## src/rtl/ct_hpcp_pkg.sv

```systemverilog
// ---------------------------------------------------------------------------
// ct_hpcp_pkg
//  Shared definitions for the HPCP overflow-interrupt controller:
//   - HPCP_CNT_NUM_DFLT : default number of counters
//   - hpcp_state_e      : 2-bit request FSM encoding (HOLD only reachable
//                         when HPCP_INT_HOLDOFF_EN is defined)
//   - hpcp_clog2()      : ceil(log2(n)), never less than 1, so that index and
//                         counter vectors always have at least one bit
// ---------------------------------------------------------------------------
package ct_hpcp_pkg;

  localparam int HPCP_CNT_NUM_DFLT = 32;

  typedef enum logic [1:0] {
    ST_IDLE = 2'd0,
    ST_REQ  = 2'd1,
    ST_WCLR = 2'd2,
    ST_HOLD = 2'd3
  } hpcp_state_e;

  function automatic int hpcp_clog2(input int n);
    return (n < 2) ? 1 : $clog2(n);
  endfunction

endpackage

```

## src/rtl/ct_hpcp_prio_enc.sv

```systemverilog
// ---------------------------------------------------------------------------
// ct_hpcp_prio_enc
//  Combinational lowest-set-bit encoder.
//  Ports:
//   vec  in  CNT_NUM  candidate vector
//   idx  out IDX_W    index of the lowest set bit of vec (0 when vec == 0)
// ---------------------------------------------------------------------------
module ct_hpcp_prio_enc
  import ct_hpcp_pkg::*;
#(
  parameter int CNT_NUM = HPCP_CNT_NUM_DFLT,
  parameter int IDX_W   = hpcp_clog2(CNT_NUM)
) (
  input  logic [CNT_NUM-1:0] vec,
  output logic [IDX_W-1:0]   idx
);

  // Scan from the top down so the last (lowest) set bit wins.
  always_comb begin
    idx = '0;
    for (int i = CNT_NUM - 1; i >= 0; i--) begin
      if (vec[i]) begin
        idx = IDX_W'(i);
      end
    end
  end

endmodule

```

## src/rtl/ct_hpcp_ovf_int_ctrl.sv

```systemverilog
// ---------------------------------------------------------------------------
// ct_hpcp_ovf_int_ctrl
//  PMU counter-overflow interrupt controller. Holds the per-counter interrupt
//  enable vector and the sticky overflow-status vector, and runs a req/ack
//  handshake toward the interrupt controller.
//
//  Configuration macro: HPCP_INT_HOLDOFF_EN
//   defined   : after an ack the FSM sits in HOLD for HOLDOFF_CYC cycles
//               before a new event may re-raise the request.
//   undefined : ack moves straight to WCLR; no hold-off counter exists.
//
//  Ports:
//   hpcp_clk       in   1        clock
//   cpurst_b       in   1        asynchronous active-low reset
//   cntinten_wen   in   1        write strobe for the enable vector
//   cntovf_wen     in   1        write strobe for the overflow-status vector
//   hpcp_wdata     in   CNT_NUM  CSR write data
//   cnt_ovf_pulse  in   CNT_NUM  one-cycle overflow event per counter
//   hpcp_int_en    in   1        global interrupt gate
//   hpcp_int_ack   in   1        acknowledge from the interrupt controller
//   cntinten       out  CNT_NUM  enable vector
//   cntovf         out  CNT_NUM  sticky overflow status
//   hpcp_int_req   out  1        interrupt request (registered)
//   hpcp_int_idx   out  IDX_W    lowest pending counter index, latched on REQ entry
// ---------------------------------------------------------------------------
module ct_hpcp_ovf_int_ctrl
  import ct_hpcp_pkg::*;
#(
  parameter int CNT_NUM     = HPCP_CNT_NUM_DFLT,
  parameter int IDX_W       = hpcp_clog2(CNT_NUM),
  parameter int HOLDOFF_CYC = 16
) (
  input  logic               hpcp_clk,
  input  logic               cpurst_b,
  input  logic               cntinten_wen,
  input  logic               cntovf_wen,
  input  logic [CNT_NUM-1:0] hpcp_wdata,
  input  logic [CNT_NUM-1:0] cnt_ovf_pulse,
  input  logic               hpcp_int_en,
  input  logic               hpcp_int_ack,
  output logic [CNT_NUM-1:0] cntinten,
  output logic [CNT_NUM-1:0] cntovf,
  output logic               hpcp_int_req,
  output logic [IDX_W-1:0]   hpcp_int_idx
);

  logic [CNT_NUM-1:0] cntinten_reg;
  logic [CNT_NUM-1:0] cntovf_reg;
  logic [CNT_NUM-1:0] cntovf_next;
  logic [CNT_NUM-1:0] pend_vec;
  logic [CNT_NUM-1:0] new_vec;
  logic [CNT_NUM-1:0] relatch_vec;
  logic [IDX_W-1:0]   pend_idx;
  logic [IDX_W-1:0]   relatch_idx;
  logic [IDX_W-1:0]   int_idx_reg;
  logic [IDX_W-1:0]   int_idx_next;
  logic               int_req_reg;
  logic               pending;
  logic               new_evt;
  hpcp_state_e        state_reg;
  hpcp_state_e        state_next;

  // -------------------------------------------------------------------------
  // Enable and sticky status vectors. A hardware pulse is OR-ed in after the
  // software write so a same-cycle clear can never swallow an event.
  // -------------------------------------------------------------------------
  assign cntovf_next = cnt_ovf_pulse | (cntovf_wen ? hpcp_wdata : cntovf_reg);

  always_ff @(posedge hpcp_clk or negedge cpurst_b) begin
    if (!cpurst_b) begin
      cntinten_reg <= '0;
      cntovf_reg   <= '0;
    end else begin
      if (cntinten_wen) begin
        cntinten_reg <= hpcp_wdata;
      end
      cntovf_reg <= cntovf_next;
    end
  end

  // pending looks only at registered state; new_evt catches an enabled
  // counter whose status bit is about to go from 0 to 1 this cycle.
  assign pend_vec    = cntinten_reg & cntovf_reg;
  assign new_vec     = cnt_ovf_pulse & cntinten_reg & ~cntovf_reg;
  assign relatch_vec = pend_vec | new_vec;
  assign pending     = hpcp_int_en & (|pend_vec);
  assign new_evt     = hpcp_int_en & (|new_vec);

  // IDLE entry latches from the registered pending set; a re-request out of
  // WCLR/HOLD must also see the counter that is overflowing right now.
  ct_hpcp_prio_enc #(
    .CNT_NUM (CNT_NUM),
    .IDX_W   (IDX_W)
  ) u_enc_pend (
    .vec (pend_vec),
    .idx (pend_idx)
  );

  ct_hpcp_prio_enc #(
    .CNT_NUM (CNT_NUM),
    .IDX_W   (IDX_W)
  ) u_enc_relatch (
    .vec (relatch_vec),
    .idx (relatch_idx)
  );

`ifdef HPCP_INT_HOLDOFF_EN
  localparam int HOLD_W = hpcp_clog2(HOLDOFF_CYC);

  logic [HOLD_W-1:0] hold_cnt_reg;
  logic [HOLD_W-1:0] hold_cnt_next;
  logic              held_evt_reg;
  logic              held_evt_next;

  always_ff @(posedge hpcp_clk or negedge cpurst_b) begin
    if (!cpurst_b) begin
      hold_cnt_reg <= '0;
      held_evt_reg <= 1'b0;
    end else begin
      hold_cnt_reg <= hold_cnt_next;
      held_evt_reg <= held_evt_next;
    end
  end
`endif

  // -------------------------------------------------------------------------
  // Request FSM
  // -------------------------------------------------------------------------
  always_comb begin
    state_next   = state_reg;
    int_idx_next = int_idx_reg;
`ifdef HPCP_INT_HOLDOFF_EN
    hold_cnt_next = hold_cnt_reg;
    held_evt_next = held_evt_reg;
`endif
    case (state_reg)
      ST_IDLE: begin
        if (pending) begin
          state_next   = ST_REQ;
          int_idx_next = pend_idx;
        end
      end
      ST_REQ: begin
        if (!pending) begin
          state_next = ST_IDLE;
        end else if (hpcp_int_ack) begin
`ifdef HPCP_INT_HOLDOFF_EN
          state_next    = ST_HOLD;
          hold_cnt_next = HOLD_W'(HOLDOFF_CYC - 1);
          held_evt_next = 1'b0;
`else
          state_next = ST_WCLR;
`endif
        end
      end
      ST_WCLR: begin
        if (!pending) begin
          state_next = ST_IDLE;
        end else if (new_evt) begin
          state_next   = ST_REQ;
          int_idx_next = relatch_idx;
        end
      end
`ifdef HPCP_INT_HOLDOFF_EN
      ST_HOLD: begin
        // Events arriving while held off are remembered so that WCLR's
        // new-event rule still fires once the hold-off expires.
        if (!pending) begin
          state_next    = ST_IDLE;
          held_evt_next = 1'b0;
        end else if (hold_cnt_reg == '0) begin
          held_evt_next = 1'b0;
          if (new_evt || held_evt_reg) begin
            state_next   = ST_REQ;
            int_idx_next = relatch_idx;
          end else begin
            state_next = ST_WCLR;
          end
        end else begin
          hold_cnt_next = hold_cnt_reg - 1'b1;
          held_evt_next = held_evt_reg | new_evt;
        end
      end
`endif
      default: begin
        state_next = ST_IDLE;
      end
    endcase
  end

  always_ff @(posedge hpcp_clk or negedge cpurst_b) begin
    if (!cpurst_b) begin
      state_reg   <= ST_IDLE;
      int_req_reg <= 1'b0;
      int_idx_reg <= '0;
    end else begin
      state_reg   <= state_next;
      int_req_reg <= (state_next == ST_REQ);
      int_idx_reg <= int_idx_next;
    end
  end

  assign cntinten     = cntinten_reg;
  assign cntovf       = cntovf_reg;
  assign hpcp_int_req = int_req_reg;
  assign hpcp_int_idx = int_idx_reg;

endmodule
```

## config.mk

```make
export PLATFORM = sky130hd
export DESIGN_NAME = ct_hpcp_ovf_int_ctrl
export DESIGN_NICKNAME = d
export VERILOG_FILES = /design/src/rtl/ct_hpcp_pkg.sv /design/src/rtl/ct_hpcp_prio_enc.sv /design/src/rtl/ct_hpcp_ovf_int_ctrl.sv
export SDC_FILE = /design/constraint.sdc
export NUM_CORES = 1
export LEC_CHECK = 0
export CAP_MARGIN = 10
export CORE_ASPECT_RATIO = 1.1
export CORE_UTILIZATION = 44
export CTS_CLUSTER_SIZE = 25
export DETAILED_ROUTE_END_ITERATION = 8
export PLACE_DENSITY_LB_ADDON = 0.2
export SKIP_LAST_GASP = 1
export SLEW_MARGIN = 5
export SYNTH_ARGS = -nofsm -noshare
export SYNTH_HDL_FRONTEND = slang
export SYNTH_SLANG_ARGS = --single-unit
```

## constraint.sdc

```tcl
create_clock -name hpcp_clk -period 2.5 [get_ports hpcp_clk]
set_input_delay 0.5 -clock hpcp_clk [delete_from_list [all_inputs] [get_ports hpcp_clk]]
set_output_delay 0.5 -clock hpcp_clk [all_outputs]
set_load 0.01 [all_outputs]
```

Word level (Yosys, flattened, before mapping)
Cells that the tools add are included.
{"block": "totals", "reg_bits": 72, "in_bits": 70, "out_inout_bits": 70, "elab_cells": 99}
{"block": "op_classes", "n_eq_ne": 6, "muxes": 75, "bitwise": 8, "n_reduce_logical": 5}
{"cell": "2-to-1 mux 5 bit", "n": 67}
{"cell": "bitwise AND 32 bit", "n": 3}
{"cell": "bitwise OR 32 bit", "n": 2}
{"cell": "OR reduction 32 bit", "n": 2}
{"cell": "2-to-1 mux 32 bit", "n": 1}
{"cell": "inverter 32 bit", "n": 1}
{"cell": "2-to-1 mux 2 bit", "n": 5}
{"cell": "one-hot mux 5 bit (2 select lines)", "n": 1}
{"cell": "inequality test 2 bit, second input constant", "n": 3}
{"cell": "one-hot mux 2 bit (3 select lines)", "n": 1}
{"cell": "== test 2 x 1 -> 1 bit, second input constant", "n": 2}
{"cell": "AND reduction 4 bit", "n": 1}
{"cell": "bitwise AND 1 bit", "n": 2}
{"cell": "== test 2 bit, second input constant", "n": 1}
{"cell": "zero test 2 bit", "n": 1}
{"cell": "nonzero test 2 bit", "n": 1}

Logic depth before layout (Yosys ltp)
{"block": "logic_depth", "ltp_word": 38, "depth_mapped": 7}

Modules after synthesis
A second synthesis with hierarchy kept.
{"block": "hier_totals", "cells_unflattened": 456, "hier_area_um2": 4430.5}
{"mod": "ct_hpcp_ovf_int_ctrl", "n_inst": 1, "cells_each": 330, "area_per_inst_um2": 3699.8, "seq_area_each_um2": 1801.7}
{"mod": "ct_hpcp_prio_enc", "n_inst": 2, "cells_each": 63, "area_per_inst_um2": 365.4, "seq_area_each_um2": 0.0}

Least setup slack after synthesis
Ideal clock, no wire load.
{"block": "synth_path", "kind": "register -> register", "startpoint": "reg cntovf_reg[26], in the netlist cntovf[26]", "endpoint": "reg int_idx_reg[0], in the netlist hpcp_int_idx[0]", "setup_time_ns": 0.125, "arrival_ns": 2.097, "setup_slack_ns": 0.278, "stages_incl_launch_ff": 8, "path_buffers": 0, "period_less_slack_ns": 2.222, "cell_sequence": "dfrtp_1 > a22o_4 > nor4_4 > nand3_2 > o41ai_4 > nor2_2 > o21ai_4 > mux2_2"}
{"block": "synth_between", "elab_chain_cells": 33, "word_cells_on_any_way": 70}
{"element": "from (decl)", "line_no": "ct_hpcp_ovf_int_ctrl.sv:48", "rtl": "logic [CNT_NUM-1:0] cntovf_reg;"}
{"element": "from (signal assigned)", "line_no": "ct_hpcp_ovf_int_ctrl.sv:77", "rtl": "cntovf_reg <= cntovf_next;"}
{"element": "inverter 32 bit", "line_no": "ct_hpcp_ovf_int_ctrl.sv:84", "rtl": "assign new_vec = cnt_ovf_pulse & cntinten_reg & ~cntovf_reg;"}
{"element": "bitwise AND 32 bit", "line_no": "ct_hpcp_ovf_int_ctrl.sv:84"}
{"element": "bitwise OR 32 bit", "line_no": "ct_hpcp_ovf_int_ctrl.sv:85", "rtl": "assign relatch_vec = pend_vec | new_vec;"}
{"element": "2-to-1 mux 5 bit (27 in a row)", "line_no": "ct_hpcp_prio_enc.sv:22", "rtl": "if (vec[i]) begin"}
{"element": "2-to-1 mux 5 bit", "line_no": "ct_hpcp_ovf_int_ctrl.sv:159", "rtl": "end else if (new_evt) begin"}
{"element": "2-to-1 mux 5 bit", "line_no": "ct_hpcp_ovf_int_ctrl.sv:157", "rtl": "if (!pending) begin"}
{"element": "one-hot mux 5 bit (2 select lines)", "line_no": "ct_hpcp_ovf_int_ctrl.sv:136", "rtl": "case (state_reg)"}
{"element": "to (signal assigned)", "line_no": "ct_hpcp_ovf_int_ctrl.sv:199", "rtl": "int_idx_reg <= int_idx_next;"}
{"element": "to (decl)", "line_no": "ct_hpcp_ovf_int_ctrl.sv:55", "rtl": "logic [IDX_W-1:0] int_idx_reg;"}
Several ways; a longest one is shown, not always the timed one. The select of a mux whose other input is x is not followed.
A chain may end at the register's enable or synchronous reset.

Final worst setup path
{"block": "layout_path", "startpoint": "reg cntovf_reg[16], in the netlist cntovf[16]", "endpoint": "reg int_idx_reg[2], in the netlist hpcp_int_idx[2]"}
{"block": "layout_between", "elab_chain_cells": 23, "word_cells_on_any_way": 50}
{"element": "inverter 32 bit", "line_no": "ct_hpcp_ovf_int_ctrl.sv:84"}
{"element": "bitwise AND 32 bit", "line_no": "ct_hpcp_ovf_int_ctrl.sv:84"}
{"element": "bitwise OR 32 bit", "line_no": "ct_hpcp_ovf_int_ctrl.sv:85"}
{"element": "2-to-1 mux 5 bit (17 in a row)", "line_no": "ct_hpcp_prio_enc.sv:22"}
{"element": "2-to-1 mux 5 bit", "line_no": "ct_hpcp_ovf_int_ctrl.sv:159"}
{"element": "2-to-1 mux 5 bit", "line_no": "ct_hpcp_ovf_int_ctrl.sv:157"}
{"element": "one-hot mux 5 bit (2 select lines)", "line_no": "ct_hpcp_ovf_int_ctrl.sv:136"}
Several ways; a longest one is shown, not always the timed one. The select of a mux whose other input is x is not followed.

==> results.yml <==
timing:
  drv_slew: 0
  fin_crit_sh: 0.942
  skew_ns: 0.00984
  setup_viol: 0
  rsz0062_at_grt: "false"
  max_clock_freq_ghz: 0.425
  worst_hold_slack_ns: 0.0921
  hold_violations: 0
  layout_min_cycle_time_ns: 2.35
  tightest_slew_ns: 0.572
  slew_headroom: 0.619
setup_path:
  cp_slowest_cell: "dfrtp_1"
  crit_family: "compound AO/OA/AOI/OAI gates"
  crit_type: "reg2reg"
  reg2reg_depth: 7
  rrSetupSlack_ns: 0.15
  worstReg2RegStart: "cntovf[16]$_DFF_PN0_"
  max_stage_delay_ns: 0.46
  crit_arrival_ns: 2.58
  crit_required_ns: 2.73
  path_cells: "a22o_1 > nor2_1 > nand3_2 > o41ai_4 > nor2_2 > o21ai_4 > mux2_2"
  start_kind: "flip-flop"
  cp_max_fo: 7
  path_buf_inv: 0
  r2r-end: "hpcp_int_idx[2]$_DFFE_PN0P_"
  cp-end-kind: "flip-flop"
clock_tree:
  clock_sinks: 72
  clkTransAtPathRegs_ns: 0.08
  cts_tree: "built"
  post-cts-setup-buffers: 0
  clockBufferDepth: 2
  cts_hold_buffers: 0
  cts_made_buffers: 9
  clk_latency_ns: 0.34
  cts.htree.levels: 3
  root_buffer: "clkbuf_8"
  cts_resized: 0
placement:
  place.gp.congestion: 0.962
  hpwlAfterDp_mm: 11.2
  numPortBuffers: 139
grt:
  antenna_found_initial: 0
  grt_max_degree: 37
  grt_pass1_wl_mm: 22.4
  grt-ovfl-total: 0
  grt_pass1_vias: 4365
  grt_usage: 0.295
floorplanning:
  rows: 37
  coreArea_um2: 9350
  die_h_um: 105
  initial_utilization: 0.451
  die_w_um: 95.4
  io_pins: 140
  dieArea_um2: 9980
power_and_ir_drop:
  p_leak_uw: 0.00253
  ir_drop_uv: 281
  p_per_area_nw_per_um2: 551
synth:
  synth_top_area_share: 0.427
  synth_edf_count: 0
  yosys_warnings: 0
  ys_ff_latch: 72
  yosysTopAreaCell: "dfrtp_1"
  yosysSeqAreaShare: 0.427
  synth_fp_nets: 513
  async_flop_share: 1.00
  synth_area_um2: 4220
  synthCells: 443
  syn_avg_cell_area_um2: 9.52
  synth_cell_types: 47
  synthFlopType: "dfrtp_1"
  synth_area_leaders: "dfrtp_1 43%, mux2_2 9.9%, a211o_1 6.6%, nand2_1 6.2%, nor2b_1 5.0%"
finish:
  area_delta_synth_final_pct: 48.6
  layout-drive-gt1-share: 0.171
  postLayoutCoreUtil: 0.670
  fillers: 760
  final_common_cell: "clkdlybuf4s50_1"
  final_cell_mix: "137 x clkdlybuf4s50_1, 72 x dfrtp_1, 70 x nand2_1, 45 x buf_4, 39 x o21ai_0"
  nets: 698
  diodes: 0
route:
  avgRoutedWirePerCell_um: 19.1
  routed_via_density: 5.93
  ant_nets: 0
  wl_mm: 14.3
  drtIter0Drc: 275
  dr_total_vias: 4448
  drc: 0
  dr.pass1.iters: 5
job:
  drv_cap: 0
run_status:
  outcome: "complete, no violations"
min_path:
  hold_class: "in2async"
## cells in the mapped netlist (2+ instances only)
cell type / count
o31ai_1: 2
inv_1: 3
o21a_1: 2
dfrtp_1: 72
a31oi_1: 7
nand4_1: 8
nand2_1: 70
mux2_2: 37
nand2b_1: 8
o21ai_0: 39
nor4b_1: 2
buf_1: 4
nor2b_1: 34
nor4_1: 5
a22o_1: 11
a211o_1: 32
a21oi_1: 10
o22ai_1: 14
clkbuf_1: 7
a22oi_1: 5
o311ai_0: 4
a32o_1: 2
o211ai_1: 3
nand3b_1: 3
and2_1: 5
nor2_1: 17
nand3_1: 15
a32oi_1: 3
## worst register-to-register path, stage by stage (launching register included)
cell	delay, ns
dfrtp_1	0.46
a22o_1	0.32
nor2_1	0.27
nand3_2	0.20
o41ai_4	0.43
nor2_2	0.08
o21ai_4	0.10
mux2_2	0.37
## area by class of cell
cell class,instances,area [um^2],share of cell area
multi-input cells,357,2360,0.377
flip-flops and latches,72,1800,0.287
repair buffers,185,1740,0.277
clock buffers,11,151,0.0242
well taps,117,146,0.0234
clock inverters,5,55.1,0.00878
inverters,3,11.3,0.00180
## worst max path at each step
| stage | start | endpoint | slack, ns | cells after the start |
|---|---|---|---|---|
| final | cntovf[16]$_DFF_PN0_ | hpcp_int_idx[2]$_DFFE_PN0P_ | 0.15 | 7 |
| after global routing | cntovf[16]$_DFF_PN0_ | hpcp_int_idx[2]$_DFFE_PN0P_ | 0.03 | 7 |
| after CTS | cntinten[27]$_DFFE_PN0P_ | hpcp_int_idx[2]$_DFFE_PN0P_ | 0.17 | 7 |
| after detailed placement | cnt_ovf_pulse[0] | hpcp_int_idx[2]$_DFFE_PN0P_ | -0.13 | 8 |
| after global placement | cnt_ovf_pulse[0] | hpcp_int_idx[0]$_DFFE_PN0P_ | -0.12 | 8 |
| after floorplan | cntovf[26]$_DFF_PN0_ | hpcp_int_idx[0]$_DFFE_PN0P_ | 0.28 | 7 |
## cell families (layout without fill, tap and decap cells)
group,after synthesis,in the layout,share of synthesized area
flip-flops,72,72,0.427
buffers and inverters,14,204,0.0125
AND/OR/NAND/NOR,175,175,0.211
multiplexers,37,37,0.0988
AO/OA/AOI/OAI,145,145,0.251
## routing by layer
metal | global-route usage | wire, um | share of wire
met5 | 0 | 0 | 0
met4 | 0.103 | 368 | 0.026
met3 | 0.0546 | 930 | 0.065
met2 | 0.499 | 7210 | 0.50
met1 | 0.369 | 5790 | 0.40
## per-stage QoR
step	cells	power (uW)	TNS, ns	cell area [um^2]	setup slack, ns
CTS	750	3470	0	6270	0.169
detailed placement	734	2490	-0.603	6060	-0.130
finish	750	3450	0	6270	0.146
global route	750	3620	0	6270	0.0332
global placement	734	2480	-0.601	6060	-0.121
floorplan	443	1880	0	4220	0.278
## power breakdown
part	switching (uW)	leakage [uW]	internal, uW
registers	134	0.000805	1270
clock network	460	0.000101	512
logic	500	0.00162	578
total	1090	0.00253	2360
Note: power is estimated with default switching activity, not from simulation.
